===== src/rtl/regfile_wb_arbiter_if.sv =====
// Writeback bus between the ALU / load requesters and the register-file write port.
// The slave modport is the arbiter's view of the bus; the master modport is the requesters' view.
interface regfile_wb_arbiter_if #(
  parameter int DATA_W = 8,
  parameter int ADDR_W = 3
) ();
  logic              clear_i;
  logic              alu_req_i;
  logic [ADDR_W-1:0] alu_addr_i;
  logic [DATA_W-1:0] alu_data_i;
  logic              alu_gnt_o;
  logic              mem_req_i;
  logic [ADDR_W-1:0] mem_addr_i;
  logic [DATA_W-1:0] mem_data_i;
  logic              mem_gnt_o;
  logic              write_o;
  logic [ADDR_W-1:0] write_addr_o;
  logic [DATA_W-1:0] write_data_o;
  logic              init_done_o;

  modport slave (
    input  clear_i,
    input  alu_req_i, alu_addr_i, alu_data_i,
    input  mem_req_i, mem_addr_i, mem_data_i,
    output alu_gnt_o, mem_gnt_o,
    output write_o, write_addr_o, write_data_o, init_done_o
  );

  modport master (
    output clear_i,
    output alu_req_i, alu_addr_i, alu_data_i,
    output mem_req_i, mem_addr_i, mem_data_i,
    input  alu_gnt_o, mem_gnt_o,
    input  write_o, write_addr_o, write_data_o, init_done_o
  );
endinterface


===== src/rtl/regfile_wb_arbiter.sv =====
// Register-file write-port owner: zeroing sweep after reset/clear, then round-robin
// arbitration between ALU and load writebacks with a registered write port.
module regfile_wb_arbiter #(
  parameter int DATA_W   = 8,
  parameter int ADDR_W   = 3,
  parameter int NUM_REGS = 8
) (
  input logic                 clk_i,
  input logic                 reset_i,
  regfile_wb_arbiter_if.slave bus
);

  typedef enum logic {INIT, RUN} state_t;
  typedef enum logic {WIN_ALU, WIN_MEM} winner_t;

  localparam logic [ADDR_W-1:0] LAST_IDX = ADDR_W'(NUM_REGS - 1);

  state_t            state, state_next;
  winner_t           last, last_next;
  logic [ADDR_W-1:0] cnt, cnt_next;
  logic              alu_gnt, mem_gnt;
  logic              wr, wr_next;
  logic [ADDR_W-1:0] waddr, waddr_next;
  logic [DATA_W-1:0] wdata, wdata_next;

  always_ff @(posedge clk_i or negedge reset_i) begin
    if (!reset_i) begin
      state <= INIT;
      cnt   <= '0;
      last  <= WIN_MEM;
      wr    <= 1'b0;
      waddr <= '0;
      wdata <= '0;
    end else begin
      state <= state_next;
      cnt   <= cnt_next;
      last  <= last_next;
      wr    <= wr_next;
      waddr <= waddr_next;
      wdata <= wdata_next;
    end
  end

  always_comb begin
    state_next = state;
    cnt_next   = cnt;
    last_next  = last;
    alu_gnt    = 1'b0;
    mem_gnt    = 1'b0;
    wr_next    = 1'b0;
    waddr_next = waddr;
    wdata_next = wdata;
    unique case (state)
      INIT: begin
        wr_next    = 1'b1;
        waddr_next = cnt;
        wdata_next = '0;
        if (bus.clear_i) begin
          cnt_next = '0;
        end else if (cnt == LAST_IDX) begin
          cnt_next   = '0;
          state_next = RUN;
        end else begin
          cnt_next = cnt + 1'b1;
        end
      end
      RUN: begin
        if (bus.clear_i) begin
          state_next = INIT;
          cnt_next   = '0;
        end else begin
          // On a tie the requester that did not win last time gets the port.
          if (bus.alu_req_i && (!bus.mem_req_i || last == WIN_MEM)) begin
            alu_gnt = 1'b1;
          end else if (bus.mem_req_i) begin
            mem_gnt = 1'b1;
          end
          if (alu_gnt) begin
            wr_next    = 1'b1;
            waddr_next = bus.alu_addr_i;
            wdata_next = bus.alu_data_i;
            last_next  = WIN_ALU;
          end else if (mem_gnt) begin
            wr_next    = 1'b1;
            waddr_next = bus.mem_addr_i;
            wdata_next = bus.mem_data_i;
            last_next  = WIN_MEM;
          end
        end
      end
    endcase
  end

  assign bus.alu_gnt_o    = alu_gnt;
  assign bus.mem_gnt_o    = mem_gnt;
  assign bus.write_o      = wr;
  assign bus.write_addr_o = waddr;
  assign bus.write_data_o = wdata;
  assign bus.init_done_o  = (state == RUN);

endmodule

===== src/flat_wrapper.sv =====
// flat-port wrapper written by rule: the top's interface ports become plain ports
module regfile_wb_arbiter_flat 
#(
  parameter int DATA_W   = 8,
  parameter int ADDR_W   = 3,
  parameter int NUM_REGS = 8
)
  (clk_i, reset_i, bus_clear_i, bus_alu_req_i, bus_alu_addr_i, bus_alu_data_i, bus_mem_req_i, bus_mem_addr_i, bus_mem_data_i, bus_alu_gnt_o, bus_mem_gnt_o, bus_write_o, bus_write_addr_o, bus_write_data_o, bus_init_done_o);
  regfile_wb_arbiter_if #(.DATA_W(DATA_W), .ADDR_W(ADDR_W)) bus_i ();
  input logic clk_i;
  input logic reset_i;
  input wire logic [$bits(bus_i.clear_i)-1:0] bus_clear_i;
  input wire logic [$bits(bus_i.alu_req_i)-1:0] bus_alu_req_i;
  input wire logic [$bits(bus_i.alu_addr_i)-1:0] bus_alu_addr_i;
  input wire logic [$bits(bus_i.alu_data_i)-1:0] bus_alu_data_i;
  input wire logic [$bits(bus_i.mem_req_i)-1:0] bus_mem_req_i;
  input wire logic [$bits(bus_i.mem_addr_i)-1:0] bus_mem_addr_i;
  input wire logic [$bits(bus_i.mem_data_i)-1:0] bus_mem_data_i;
  output wire logic [$bits(bus_i.alu_gnt_o)-1:0] bus_alu_gnt_o;
  output wire logic [$bits(bus_i.mem_gnt_o)-1:0] bus_mem_gnt_o;
  output wire logic [$bits(bus_i.write_o)-1:0] bus_write_o;
  output wire logic [$bits(bus_i.write_addr_o)-1:0] bus_write_addr_o;
  output wire logic [$bits(bus_i.write_data_o)-1:0] bus_write_data_o;
  output wire logic [$bits(bus_i.init_done_o)-1:0] bus_init_done_o;
  assign bus_i.clear_i = bus_clear_i;
  assign bus_i.alu_req_i = bus_alu_req_i;
  assign bus_i.alu_addr_i = bus_alu_addr_i;
  assign bus_i.alu_data_i = bus_alu_data_i;
  assign bus_i.mem_req_i = bus_mem_req_i;
  assign bus_i.mem_addr_i = bus_mem_addr_i;
  assign bus_i.mem_data_i = bus_mem_data_i;
  assign bus_alu_gnt_o = bus_i.alu_gnt_o;
  assign bus_mem_gnt_o = bus_i.mem_gnt_o;
  assign bus_write_o = bus_i.write_o;
  assign bus_write_addr_o = bus_i.write_addr_o;
  assign bus_write_data_o = bus_i.write_data_o;
  assign bus_init_done_o = bus_i.init_done_o;
  regfile_wb_arbiter #(.DATA_W(DATA_W), .ADDR_W(ADDR_W), .NUM_REGS(NUM_REGS)) u_core (.clk_i(clk_i), .reset_i(reset_i), .bus(bus_i));
endmodule

===== config.mk =====
export PLATFORM = sky130hd
export DESIGN_NAME = regfile_wb_arbiter_flat
export DESIGN_NICKNAME = d
export VERILOG_FILES = /design/src/rtl/regfile_wb_arbiter_if.sv /design/src/rtl/regfile_wb_arbiter.sv /design/src/flat_wrapper.sv
export SDC_FILE = /design/constraint.sdc
export NUM_CORES = 1
export LEC_CHECK = 0
export ABC_AREA = 1
export CORE_AREA = 2 2 50 52
export DETAILED_ROUTE_END_ITERATION = 16
export DIE_AREA = 0 0 52 54
export HOLD_SLACK_MARGIN = 0.06
export PLACE_DENSITY = 0.9
export SLEW_MARGIN = 20
export SYNTH_ARGS = -nofsm -noshare
export SYNTH_HDL_FRONTEND = slang
export SYNTH_SLANG_ARGS = --single-unit

===== constraint.sdc =====
create_clock -name clk_i -period 2.65 [get_ports clk_i]
set_input_delay 0.265 -clock clk_i [delete_from_list [all_inputs] [get_ports clk_i]]
set_output_delay 0.265 -clock clk_i [all_outputs]
set_load 0.1 [all_outputs]

==> flow_summary.json, run 1 <==
{
  "path_max_fanout": 20,
  "outcome": "complete, no violations",
  "yosysUniqueCellTypes": 19,
  "p_leak_nw": 0.676,
  "dieHeight_um": 54,
  "synth_most_common_cell": "nand2_1",
  "core_mm2": 0.00232,
  "cts-htree-levels": 1,
  "critPathLaunch": "u_core.last",
  "clk_latency_ps": 300,
  "wire_per_inst_um": 11.6,
  "cpPeakStageDelay_ps": 530,
  "tritoncts": "built",
  "ys.flop_type": "dfrtp_1",
  "setup_viol": 0,
  "die_w_um": 52,
  "cp_cell_sequence": "inv_1 -> nand2_1 -> buf_4 -> nand2_1 -> nor2_2 -> buf_12",
  "timing.setup.tns_ps": 0,
  "die_area_mm2": 0.00281,
  "yosysSeqAreaShare_pct": 45.3,
  "first_pass_iters": 4,
  "gr-usage-all-layers_pct": 16.9,
  "syn-instance-count": 121,
  "pwr-share-clk_pct": 24.6,
  "post_cts_resized": 0,
  "required_ps": 2380,
  "power.switching_uw": 181,
  "cellPowerDensity_mw_per_mm2": 417,
  "ys_top_cells_by_count": "nand2_1, inv_1, dfrtp_1",
  "synth_seq_cells": 17,
  "synth_top_cell_by_area": "dfrtp_1",
  "fin_nets": 192,
  "antenna_found_initial": 0,
  "routed_via_density": 4.98,
  "regToRegSetupSlack_ps": 1340,
  "startpoint_type": "flop",
  "post-route-drc-count": 0,
  "start_util_pct": 40.6,
  "syn_nets": 150,
  "netlist.area_leader.share_pct": 42.5,
  "hold_class": "in2async",
  "grt_max_degree": 21,
  "drive_gt1_share_pct": 18.5,
  "detailed_place.area_mm2": 0.00136,
  "vias": 957,
  "num_rows": 18,
  "swShare_pct": 31.4,
  "share_seq_of_total_power_pct": 48.7,
  "port_buffers": 41,
  "rsz0062_at_grt": "false",
  "mappedNetlistArea_um2": 942,
  "r2r_end": "u_core.bus.write_addr_o[2]",
  "arrival_ps": 1660,
  "worst_pin_slew_ps": 745,
  "synth_edf_count": 0,
  "cts.sinks": 17,
  "drv_slew": 0,
  "fin_crit_sh_pct": 72.6,
  "ant_nets": 0,
  "cts_buffer_depth": 2,
  "place_congestion": 0.849,
  "crit_path_end": "bus_alu_gnt_o",
  "critPathKind": "reg2out",
  "overflow": 0,
  "first_iter_violations": 18,
  "area_growth_pct": 46.6,
  "critPathMostFrequentCell": "nand2_1",
  "slew_headroom_pct": 50.2,
  "dp.final_hpwl_um": 1740,
  "power.internal_uw": 395,
  "cts_setup_buffers": 0,
  "hold_violations": 0,
  "ir_worst_vdd_mv": 0.234,
  "wirelength_um": 2230,
  "clk_pin_slew_ps": 100,
  "numPlacedInstances": 188,
  "end_kind": "primary output",
  "synth.avg_cell_area_um2": 7.79,
  "r2r-start": "u_core.last",
  "max_freq_mhz": 520,
  "synthArstFlopShare_pct": 100,
  "pwr-share-comb_pct": 26.7,
  "pin_count": 42,
  "finalClockSkew_ps": 9.81,
  "synth.area.top_cells": "dfrtp_1, nand2_1, inv_1",
  "stdcell_count": 192,
  "period_needed_ps": 1920,
  "grt_pass1_wl_um": 3530,
  "fin_area_mm2": 0.00138,
  "hold_buffers": 0,
  "cts_root_buf": "clkbuf_4",
  "numCtsBuffers": 3,
  "yosysWarnings": 0,
  "grt_pass1_vias": 862,
  "reg2regPathDepth": 7,
  "antenna_cells": 0,
  "drv_cap": 0,
  "cpMaxStageDelayCell": "dfstp_2"
}
-- per-stage QoR --
stage	hold slack (ps)	util (%)	power (mW)	setup slack, ps
2_1_floorplan	-30.6	-	0.375	242
3_5_place_dp	475	58.4	0.440	759
5_1_grt	467	59.5	0.602	567
6_report	398	59.5	0.576	726
3_3_place_gp	470	58.4	0.435	815
4_1_cts	429	59.5	0.580	710
-- worst max-delay path, delay by kind of cell (launching register included) --
family | cells | cell delay, ps
and+or+nand+nor | 3 | 390
DFF | 1 | 530
buffers and inverters | 3 | 450
-- worst min-delay path by stage --
stage | from | slack (ps) | to
finish | reset_i | 400 | u_core.bus.write_addr_o[1]
detailed placement | u_core.bus.write_addr_o[2] | 470 | u_core.bus.write_addr_o[2]
floorplan | reset_i | -30 | u_core.bus.init_done_o
global placement | u_core.bus.write_data_o[4] | 470 | u_core.bus.write_data_o[4]
global route | reset_i | 470 | u_core.bus.write_addr_o[1]
CTS | reset_i | 430 | u_core.bus.write_addr_o[1]
-- state kept, by name, indices dropped and copies added (netlist names) --
register	cells
u_core.bus.init_done_o	1
u_core.bus.write_o	1
u_core.last	1
u_core.cnt	3
u_core.bus.write_addr_o	3
u_core.bus.write_data_o	8
-- cells in the final DEF, fill, tap and decap left out, drive strengths merged --
master         Yosys  layout
nand2             29      29
clkdlybuf4s50      0      26
inv               20      20
buf                6      17
dfrtp             16      16
a21oi             13      13
nand3             13      13
o21ai             11      11
nor2               6       6
clkbuf             0       4
nand3b             3       3
ha                 2       2
nor3               1       1
dfstp              1       1
-- final cells by class --
| cell class | instances | area [um2] |
|---|---|---|
| fill | 218 | 938 |
| sequential | 17 | 427 |
| timing repair buffer | 43 | 413 |
| multi-input combinational | 78 | 403 |
| inverter | 20 | 75.1 |
| tap | 30 | 37.5 |
| clock buffer | 4 | 26.3 |
-- per-layer routing --
metal,track usage [%],part of all wire [%],up-vias
li1,-,-,466
met1,20.7,39,457
met2,29.1,55,29
met3,2.22,4.8,5
met4,8.33,1.2,0
met5,0,0,-
-- cell families (layout without fill, tap and decap cells) --
kind of cell | after synthesis | after routing | share of synthesized area (%)
and+or+nand+nor | 52 | 52 | 25.1
buffers and inverters | 26 | 67 | 12.2
adders and majority gates | 2 | 2 | 2.66
AOI/OAI and AO/OA | 24 | 24 | 14.7
DFF | 17 | 17 | 45.3
-- power groups by stage --
| stage | sequential [mW] | clock (mW) | combinational (mW) |
|---|---|---|---|
| final | 0.281 | 0.142 | 0.154 |
| after global routing | 0.282 | 0.152 | 0.168 |
| after CTS | 0.280 | 0.144 | 0.155 |
| after detailed placement | 0.286 | 0 | 0.154 |
| after global placement | 0.285 | 0 | 0.151 |
| after floorplan | 0.320 | 0 | 0.0552 |
Note: power is estimated with default switching activity, not from simulation.
==> inputs of run 2 (changes only) <==
--- a/config.mk
+++ b/config.mk
@@ -6,11 +6,11 @@
 export NUM_CORES = 1
 export LEC_CHECK = 0
 export ABC_AREA = 1
-export CORE_AREA = 2 2 50 52
+export CORE_AREA = 2 2 51 53
 export DETAILED_ROUTE_END_ITERATION = 16
-export DIE_AREA = 0 0 52 54
+export DIE_AREA = 0 0 53 55
 export HOLD_SLACK_MARGIN = 0.06
-export PLACE_DENSITY = 0.9
+export PLACE_DENSITY = 0.87
 export SLEW_MARGIN = 20
 export SYNTH_ARGS = -nofsm -noshare
 export SYNTH_HDL_FRONTEND = slang
==> constraint.sdc (replaced) <==
create_clock -name clk_i -period 1.9 [get_ports clk_i]
set_input_delay 0.19 -clock clk_i [delete_from_list [all_inputs] [get_ports clk_i]]
set_output_delay 0.19 -clock clk_i [all_outputs]
set_load 0.1 [all_outputs]
==> run 2 against run 1 <==
Compared with the run above: flip-flop and latch count stayed put; clock skew decreased by 9.2 ps; via count up 0.21%; die area increased by 3.8%; first-iteration DRC count fell by 39%; register-to-register slack got worse by 680 ps; sequential power rose by 40%; clock-buffer cell count down 1; final area up 1.5%; critical path depth unchanged; combinational power grew 41%.
==> flow_summary.json, run 2 (synthesis gave the netlist of run 1 again) <==
{
  "final_common_cell": "nand2_1",
  "area_growth_pct": 48.9,
  "antenna_found_initial": 0,
  "antenna_cells": 0,
  "post_cts_resized": 0,
  "outcome": "complete, no violations",
  "wirelength_um": 2350,
  "path_max_fanout": 5,
  "die_w_um": 53,
  "worst_pin_slew_ps": 400,
  "cts_buffer_depth": 2,
  "cts-htree-levels": 1,
  "cellPowerDensity_mw_per_mm2": 570,
  "hold_violations": 0,
  "setup_viol": 0,
  "max_freq_mhz": 593,
  "ir_worst_vdd_mv": 0.390,
  "p_leak_nw": 0.677,
  "post-place-ws_ps": 305,
  "total_power_uw": 800,
  "reg2regPathDepth": 6,
  "largest_reg_flops": 8,
  "cpMaxStageDelayCell": "dfstp_2",
  "finalClockSkew_ps": 0.650,
  "fin_crit_sh_pct": 88.8,
  "drive_gt1_share_pct": 21.3,
  "first_iter_violations": 11,
  "pin_count": 42,
  "regToRegSetupSlack_ps": 660,
  "ant_nets": 0,
  "layout_common_cells": "nand2_1, clkdlybuf4s50_1, inv_1",
  "cts.sinks": 17,
  "setup_ws_ps": 213,
  "place_congestion": 0.751,
  "crit_buf_inv": 3,
  "post-route-drc-count": 0,
  "grt_pass1_vias": 869,
  "cts_root_buf": "clkbuf_4",
  "fin_nets": 194,
  "grt_pass1_wl_um": 3640,
  "vias": 959,
  "die_area_mm2": 0.00292,
  "num_rows": 18,
  "wire_per_inst_um": 12.1,
  "port_buffers": 41,
  "cp_cell_sequence": "inv_1 -> nand2_1 -> nand2_1 -> nand2_1 -> clkinvlp_4 -> buf_12",
  "critical-path-top-delay-family": "flip-flops",
  "clk_pin_slew_ps": 100,
  "hold_buffers": 0,
  "rsz0062_at_grt": "false",
  "critPathMostFrequentCell": "nand2_1",
  "dp.final_hpwl_um": 1870,
  "dieHeight_um": 55,
  "cpPeakStageDelay_ps": 530,
  "required_ps": 1710,
  "numCtsBuffers": 3,
  "grt_max_degree": 20,
  "drv_cap": 0,
  "clk_latency_ps": 280,
  "slew_headroom_pct": 73.3,
  "overflow": 0,
  "core_mm2": 0.00236,
  "fillers": 209,
  "r2r_end": "u_core.bus.write_addr_o[1]",
  "critPathKind": "reg2out",
  "drv_slew": 0,
  "start_util_pct": 39.8,
  "routed_via_density": 4.94,
  "r2r-start": "u_core.last",
  "end_kind": "primary output",
  "tritoncts": "built",
  "cts_setup_buffers": 0,
  "startpoint_type": "flop",
  "arrival_ps": 1500,
  "hold_class": "in2async",
  "period_needed_ps": 1690,
  "first_pass_iters": 4,
  "gr-usage-all-layers_pct": 17.1
}
## run 2: cell types whose count changed in the layout (fill, tap and decap cells not counted)
cell        before  now
dfrtp_2          0    1
clkbuf_1         1    0
dfrtp_1         16   15
clkinvlp_4       0    1
buf_4           15   17
clkinv_2         0    1
inv_1           20   19
## run 2: worst max path at each step
| stage | slack [ps] | start | end | cells past startpoint |
|---|---|---|---|---|
| floorplan | -10 | u_core.bus.init_done_o | bus_alu_gnt_o | 2 |
| global placement | 360 | bus_clear_i | bus_mem_gnt_o | 7 |
| detailed placement | 310 | bus_clear_i | bus_mem_gnt_o | 7 |
| CTS | 200 | u_core.last | bus_mem_gnt_o | 6 |
| global route | 130 | u_core.last | bus_mem_gnt_o | 6 |
| finish | 210 | u_core.last | bus_mem_gnt_o | 6 |
## run 2: power breakdown
part / leakage (nW) / internal, mW / switching, mW
Sequential: 0.222 / 0.382 / 0.00960
Clock: 0.0177 / 0.0780 / 0.113
Combinational: 0.437 / 0.0883 / 0.129
Total: 0.677 / 0.549 / 0.251
## run 2: final cells by class
| class | count | area [um2] | area share (%) |
|---|---|---|---|
| inverter | 20 | 78.8 | 5.62 |
| multi-input combinational | 78 | 403 | 28.7 |
| tap | 30 | 37.5 | 2.68 |
| sequential | 17 | 428 | 30.5 |
| clock inverter | 1 | 5.00 | 0.357 |
| timing repair buffer | 45 | 428 | 30.5 |
| clock buffer | 3 | 22.5 | 1.61 |
## run 2: routing by layer
| metal | GRT usage (%) | vias to the layer above | part of all wire, % |
|---|---|---|---|
| met4 | 6.41 | 0 | 1.1 |
| met5 | 0 | - | 0 |
| met3 | 5.11 | 6 | 8.7 |
| met1 | 20.3 | 440 | 41 |
| met2 | 29.4 | 47 | 49 |
| li1 | - | 466 | - |
## run 2: through the flow
stage / TNS [ps] / std cells / util [%] / instance area, um2 / hold slack, ps
2_1_floorplan: -11.3 / 121 / - / 950 / -106
3_3_place_gp: 0 / 190 / 58.1 / 1380 / 472
3_5_place_dp: 0 / 190 / 58.1 / 1380 / 482
4_1_cts: 0 / 194 / 59.3 / 1400 / 213
5_1_grt: 0 / 194 / 59.3 / 1400 / 247
6_report: 0 / 194 / 59.3 / 1400 / 215
==> RTL edit, RTL diff (config.mk and constraints of run 1) <==
`DATA_W` is set to 8 in 3 places; all go to 9.
--- a/src/rtl/regfile_wb_arbiter_if.sv
+++ b/src/rtl/regfile_wb_arbiter_if.sv
@@ -3,3 +3,3 @@
 interface regfile_wb_arbiter_if #(
-  parameter int DATA_W = 8,
+  parameter int DATA_W = 9,
   parameter int ADDR_W = 3
--- a/src/rtl/regfile_wb_arbiter.sv
+++ b/src/rtl/regfile_wb_arbiter.sv
@@ -3,3 +3,3 @@
 module regfile_wb_arbiter #(
-  parameter int DATA_W   = 8,
+  parameter int DATA_W   = 9,
   parameter int ADDR_W   = 3,
--- a/src/flat_wrapper.sv
+++ b/src/flat_wrapper.sv
@@ -3,3 +3,3 @@
 #(
-  parameter int DATA_W   = 8,
+  parameter int DATA_W   = 9,
   parameter int ADDR_W   = 3,
Ports: changed (resized bus_alu_data_i, bus_mem_data_i and bus_write_data_o); port bits go from 42 to 45. The function was not compared with the original's and may differ.
==> RTL edit against run 1 <==
  * Area after synthesis grew 5.3%
  * Worst setup slack lost 99 ps
  * Total power grew 9.0%
  * Routed wire length grew 7.9%
  * Sequential cell count grew 1
  * Core utilization grew 3.8 points
  * Combinational power grew 4%
  * Sequential power grew 5%
  * Final area grew 6.4%
  * Synthesized cell count grew 5.8%
  * Highest routed layer is now met3
==> RTL edit: results (changes against run 1) <==
- Top cells by instance count after synthesis: nand2_1, inv_1, dfrtp_1
* Synth Net Count: 159 (+6.0%)
* Port Buffer Count: 44 (+7.3%)
* Family of cells with the greatest summed delay on the critical path: buffers and inverters
- Cell area reported after detailed placement: 1434 sq um (+5.8%)
- The flip-flop count of the largest register, all copies and words added came to 9 (+1).
- The first-pass GRT wire length came to 3801 um (+7.6%).
* Ranking of synthesized cells by area: dfrtp_1, nand2_1, inv_1
* Yosys warns: 0 (unchanged)
- Share of post-route cells with drive strength above 1: 18.60% (+0.086 points)
- Result of the run: finished, final reports clean
- The static power due to leakage is 0.7205 nW (+6.5%).
- CP Max Fanout: 14 (-30%)
- DR iter-0 viols: 20 (+2)
- The distinct cell type count of the synthesized netlist came to 18 (-1).
- Final routed wire length divided by cell count: 11.92 um (+2.6%)
- The data arrival time of the critical path came to 1760 ps (+100 ps).
* Number of vias in the routed layout: 971 (+1.5%)
- Number of global-route vias before repair: 869 (+0.81%)
* Proportion of synthesized chip area in sequential cells: 45.52% (+0.24 points)
- Endpoint of the worst-slack reg-to-reg timing path: u_core.bus.write_addr_o[1]
* Detailed placer's ending HPWL: 1866 um (+7.4%)
* Number of nets in the layout: 204 (+6.3%)
* RD Place Congestion: 0.8139 (-4.2%)
* Highest ir drop seen on vdd: 246.5 uV (+5.3%)
- The worst setup timing slack at the placement stage is 649.6 ps (-109.3 ps).
- For this design, the slowest cell found on the critical path is clkdlybuf4s50_1.
- Pin count of the biggest net entering global routing: 23 (+9.5%)
- The global-route usage over all layers came to 18.21% (+1.3 points).
- The post-route clock skew is 1.574 ps (-8.232 ps).
- R2R Setup Slk: 1300 ps (-40 ps)
* Peak per-stage delay on the critical path: 680 ps (+150 ps)
[RTL edit: area by class of cell]
type / count / area [sq um]
fillers: 196 / 849.6
flip-flops and latches: 18 / 451.7
repair buffers: 46 / 440.4
multi-input cells: 83 / 425.4
inverters: 21 / 78.83
well taps: 30 / 37.54
clock buffers: 4 / 36.28
[RTL edit: logic make-up after synthesis]
kind of cell    after synthesis  share of synthesized area [%]
flops                        18                          45.52
simple gates                 55                          25.09
compound gates               26                          15.01
buf+inv                      27                          11.85
fa+ha+maj                     2                          2.522
[RTL edit: worst max path at each step]
stage / start / slack, ps / depth (start not counted) / to
after floorplan: u_core.bus.init_done_o / 230 / 5 / bus_mem_gnt_o
after global placement: bus_alu_req_i / 700 / 6 / bus_mem_gnt_o
after detailed placement: bus_alu_req_i / 650 / 6 / bus_mem_gnt_o
after CTS: bus_alu_req_i / 640 / 6 / bus_mem_gnt_o
after global routing: bus_alu_req_i / 550 / 6 / bus_mem_gnt_o
final: bus_alu_req_i / 630 / 6 / bus_mem_gnt_o
[RTL edit: power by group]
part           switching (W)  leakage (nW)  internal [W]  total (W)
Clock              0.0000883        0.0210     0.0000837   0.000172
Sequential        0.00000650         0.238      0.000289   0.000296
Combinational      0.0000943         0.462     0.0000656   0.000160
Total               0.000189         0.720      0.000439   0.000628
[RTL edit: metrics by stage]
step | power (W) | hold WS [ps] | instances | utilization (%)
6_report | 0.0006279 | 419.0 | 202 | 63.38
3_3_place_gp | 0.0004558 | 473.4 | 198 | 61.81
5_1_grt | 0.0006604 | 464.0 | 202 | 63.38
3_5_place_dp | 0.0004618 | 477.4 | 198 | 61.81
4_1_cts | 0.0006363 | 440.6 | 202 | 63.38
2_1_floorplan | 0.0003924 | -30.59 | 128 | -
[RTL edit: metal layers]
layer  track usage, %  wire length [um]  up-vias
met5                0                 0        -
met4            6.140                 0        0
met3            3.056                91        0
met2            31.01              1308       27
met1            23.41              1008      452
li1                 -                 -      492
